==> src/rtl/decode_pipe_reg.sv <==
// decode_pipe_reg
// Fetch-to-decode pipeline register for the five-stage MIPS core.
// Captures the fetch-stage instruction fields on each rising edge of clk and
// presents them to decode as registered outputs, with stall (hold) and
// bubble (load all-zero NOP) controls plus a valid flag for hazard logic.
//
// Ports
//   D_op, D_func, D_rs, D_rt, D_rd, D_valC  registered instruction fields
//   D_valid    1 = fetched instruction, 0 = reset or bubble
//   clk        system clock, rising-edge active
//   rst_n      synchronous active-low reset
//   D_stall    hold current contents this edge
//   D_bubble   load a NOP bubble this edge
//   f_op, f_func, f_rs, f_rd, f_rt, f_valC  fields from fetch
//
// Priority per edge: reset > stall > bubble > load.
// The all-zero contents encode SLL $0,$0,0, so reset and bubble are harmless.

module decode_pipe_reg (
  output logic [5:0]  D_op,
  output logic [5:0]  D_func,
  output logic [4:0]  D_rs,
  output logic [4:0]  D_rt,
  output logic [4:0]  D_rd,
  output logic [31:0] D_valC,
  output logic        D_valid,
  input  logic        clk,
  input  logic        rst_n,
  input  logic        D_stall,
  input  logic        D_bubble,
  input  logic [5:0]  f_op,
  input  logic [5:0]  f_func,
  input  logic [4:0]  f_rs,
  input  logic [4:0]  f_rd,
  input  logic [4:0]  f_rt,
  input  logic [31:0] f_valC
);

  // Pre-reset values are undefined in silicon; start at zero in simulation.
  logic [5:0]  op_q    = '0;
  logic [5:0]  func_q  = '0;
  logic [4:0]  rs_q    = '0;
  logic [4:0]  rt_q    = '0;
  logic [4:0]  rd_q    = '0;
  logic [31:0] valc_q  = '0;
  logic        valid_q = 1'b0;

  logic [5:0]  op_d;
  logic [5:0]  func_d;
  logic [4:0]  rs_d;
  logic [4:0]  rt_d;
  logic [4:0]  rd_d;
  logic [31:0] valc_d;
  logic        valid_d;

  always_comb begin
    op_d    = op_q;
    func_d  = func_q;
    rs_d    = rs_q;
    rt_d    = rt_q;
    rd_d    = rd_q;
    valc_d  = valc_q;
    valid_d = valid_q;
    if (D_stall) begin
      // hold: defaults already keep every field
    end else if (D_bubble) begin
      op_d    = '0;
      func_d  = '0;
      rs_d    = '0;
      rt_d    = '0;
      rd_d    = '0;
      valc_d  = '0;
      valid_d = 1'b0;
    end else begin
      op_d    = f_op;
      func_d  = f_func;
      rs_d    = f_rs;
      rt_d    = f_rt;
      rd_d    = f_rd;
      valc_d  = f_valC;
      valid_d = 1'b1;
    end
  end

  always_ff @(posedge clk) begin
    if (!rst_n) begin
      op_q    <= '0;
      func_q  <= '0;
      rs_q    <= '0;
      rt_q    <= '0;
      rd_q    <= '0;
      valc_q  <= '0;
      valid_q <= 1'b0;
    end else begin
      op_q    <= op_d;
      func_q  <= func_d;
      rs_q    <= rs_d;
      rt_q    <= rt_d;
      rd_q    <= rd_d;
      valc_q  <= valc_d;
      valid_q <= valid_d;
    end
  end

  assign D_op    = op_q;
  assign D_func  = func_q;
  assign D_rs    = rs_q;
  assign D_rt    = rt_q;
  assign D_rd    = rd_q;
  assign D_valC  = valc_q;
  assign D_valid = valid_q;

endmodule

==> config.mk <==
export PLATFORM = sky130hd
export DESIGN_NAME = decode_pipe_reg
export DESIGN_NICKNAME = d
export VERILOG_FILES = /design/src/rtl/decode_pipe_reg.sv
export SDC_FILE = /design/constraint.sdc
export NUM_CORES = 1
export LEC_CHECK = 0
export BUFFER_PORTS_ARGS = -buffer_cell sky130_fd_sc_hd__clkbuf_2
export CORE_ASPECT_RATIO = 2
export CORE_UTILIZATION = 30
export CTS_CLUSTER_DIAMETER = 200
export DETAILED_ROUTE_END_ITERATION = 10
export GPL_TIMING_DRIVEN = 1
export PLACE_DENSITY = 0.66
export SLEW_MARGIN = 20
export SYNTH_ARGS = -nofsm -noshare
export SYNTH_HDL_FRONTEND = slang
export SYNTH_SLANG_ARGS = --single-unit
==> constraint.sdc <==
create_clock -name clk -period 2 [get_ports clk]
set_input_delay 0.4 -clock clk [delete_from_list [all_inputs] [get_ports clk]]
set_output_delay 0.4 -clock clk [all_outputs]
set_load 0.03 [all_outputs]
==> flow_summary.ini <==
[power_and_ir_drop]
ir_worst_vdd_mv = 0.5745
p_sw_share_pct = 24.31
internal_cell_power_mw = 2.226
power.leakage_nw = 1.452
total_switching_power_uw = 715.0
power_density_nw_per_um2 = 946.2
combPwrFrac_pct = 11.6
seq_power_share_pct = 43.3
clkPwrFrac_pct = 45.1

[setup_path]
timing.critical_path.fanout_max = 2
r2r_slack_ps = 1360
worst-setup-path-type = reg -> out
critPathRequiredTime_ps = 1600
worstPathCellList = clkbuf_2
critical_path.max_stage_delay_ps = 360
end_kind = output port
startpoint = D_valC[0]
r2r_start = D_op[4]
critPathArrivalTime_ps = 900
worst_r2r_endpoint = D_op[4]
crit_family = flip-flops
critPathBufInv = 1
reg2regPathDepth = 1
worst_path_max_delay_cell = sky130_fd_sc_hd__dfxtp_1
setup.worst_path.start_class = register
critPathCapture = D_valC[0]
critical_path_depth = 1

[route]
drt-initial-drc-count = 99
drt_pass1_iterations = 4
detailroute.via_count = 2195
post-route-drc-count = 0
routed_wirelength_mm = 5.806
detail_route.vias_per_cell = 4.660
ant_nets = 0
post_drt_wl_per_cell_um = 12.33

[synthesis]
synth_area_per_cell_um2 = 8.296
netlist_area_before_placement_um2 = 2198
syn_nets = 328
yosys_warnings = 0
ff_latch_count_synth = 60
post_synth_inst_count = 265
synth.distinct_cells = 12
synth-seq-area-share_pct = 54.64

[timing]
hold_viol = 0
slew_violations = 0
finalCritPeriodShare_pct = 64.90
setup_viol_count_final = 0
fmaxAchievable_mhz = 770.4
final.setup_skew_ps = 0
maxSlewHeadroom_pct = 58.00
totalNegativeSetupSlack_ps = 0
tightestPinTransition_ps = 629.9
rsz0062_at_grt = no
finalWorstPathRequiredPeriod_ps = 1298

[clock_tree]
clock-root-buffer = sky130_fd_sc_hd__clkbuf_16
htreeDepth = 3
clk_transition_reported_paths_ps = 50
cts_repair_resizes = 0
post-cts-setup-buffer-count = 0
cts_hold_buf = 0
clkLatencyLatePin_ps = 310
cts_buffers = 9
max-clock-path-buffers = 2
cts_tree = done
cts.sink_count = 60

[cells_and_area]
regArea_um2 = 1201
final_layout_size_suffix_gt1_share_pct = 39.37
layout.cells.most_common = sky130_fd_sc_hd__clkbuf_2
area_occupied_by_multi_input_gates_um2 = 874.6
syn_to_final_growth_pct = 41.38
antenna_cells_inserted = 0
num-nets-final = 439
filler_cell_count = 743
final_cell_mix = sky130_fd_sc_hd__clkbuf_2 (121), sky130_fd_sc_hd__dfxtp_1 (60), sky130_fd_sc_hd__nand2_1 (59), sky130_fd_sc_hd__nand3_1 (58), sky130_fd_sc_hd__o21ai_0 (48)
finalNonFillerCells = 471

[grt]
first_pass_grt_wire_length_mm = 8.914
grt_pass1_vias = 1977
track_usage_pct = 15.31
number_of_antenna_violations_at_the_first_check_in_global_routing = 0
maximum_number_of_pins_on_one_net_before_global_route_repair = 60
grt_overflow = 0

[place]
dp_cells = 455
globalplace.congestion = 0.7141
placement.io_buffers = 122
dp_hpwl_mm = 4.146

[floorplan]
floorplan.rows = 43
dieHeight_um = 123.1
initial_utilization_pct = 31.43
design.portCount = 123
floorplan.die.width_um = 62.53
die-area_um2 = 7695
coreArea_um2 = 6994

[flow_run]
cap_viol_max_count = 0

[run_status]
run_status = finished, final reports clean

[worst_hold_path]
timing.hold.worst.class = in -> reg
worst min path at each step:
| stage | start | to | slack, ps | cells past startpoint |
|---|---|---|---|---|
| floorplan | f_func[0] | D_func[0] | 540 | 2 |
| global placement | D_valid | D_valid | 460 | 2 |
| detailed placement | D_valC[22] | D_valC[22] | 470 | 2 |
| CTS | f_valC[26] | D_valC[26] | 300 | 3 |
| global route | f_valC[27] | D_valC[27] | 300 | 3 |
| finish | f_valC[10] | D_valC[10] | 310 | 3 |
stage by stage:
step	setup WS [ps]	utilization [%]	hold slack [ps]	power (mW)	instance area, um^2
final	702.0	44.44	308.4	2.941	3108
after global routing	658.7	44.44	301.1	3.084	3108
after CTS	684.5	44.44	299.3	2.995	3108
after detailed placement	519.1	40.66	472.9	1.643	2844
after global placement	583.1	40.66	460.7	1.636	2844
after floorplan	786.7	-	539.9	1.507	2198
final cells by class:
type,instances,share of cell area (%)
Clock buffer,14,8.172
Clock inverter,2,0.3221
Multi-Input combinational cell,179,28.14
Sequential cell,60,38.65
Tap cell,90,3.623
Timing Repair Buffer,126,21.10
cell usage after synthesis (all sizes together):
cell type,number,share of area (%)
a21boi,1,0.34
nor4bb,1,0.46
nand3,58,13
nand2,59,10
a31o,1,0.40
dfxtp,60,55
buf,5,2.0
o21ai,58,15
or2,1,0.40
clkbuf,21,3.6
routing by layer:
| metal | track usage, % | wire length, um | vias up |
|---|---|---|---|
| li1 | - | - | 1127 |
| met1 | 15.80 | 2251 | 992 |
| met2 | 27.11 | 3176 | 69 |
| met3 | 4.059 | 247 | 7 |
| met4 | 9.738 | 130 | 0 |
| met5 | 0 | 0 | - |
tightest hold or removal path: stages:
cell,delay [ps]
sky130_fd_sc_hd__clkbuf_2,80
sky130_fd_sc_hd__nand2_1,40
sky130_fd_sc_hd__o21ai_0,60
kinds of logic after synthesis:
group	synth area share, %
AO/OA/AOI/OAI	15.65
buffers and inverters	5.578
flip-flops	54.64
AND/OR/NAND/NOR	24.13
registers in the layout, indices dropped and copies added, names as in the netlist:
register  count
D_rs          5
D_rd          5
D_op          6
D_rt          5
D_func        6
D_valC       32
D_valid       1
power by group through the flow:
stage	Clock (mW)	Sequential [mW]	Combinational (mW)
after floorplan	0	1.39	0.120
after global placement	0	1.30	0.340
after detailed placement	0	1.30	0.345
after CTS	1.38	1.27	0.345
after global routing	1.44	1.28	0.372
final	1.33	1.27	0.340
(Power assumes the default switching activity.)
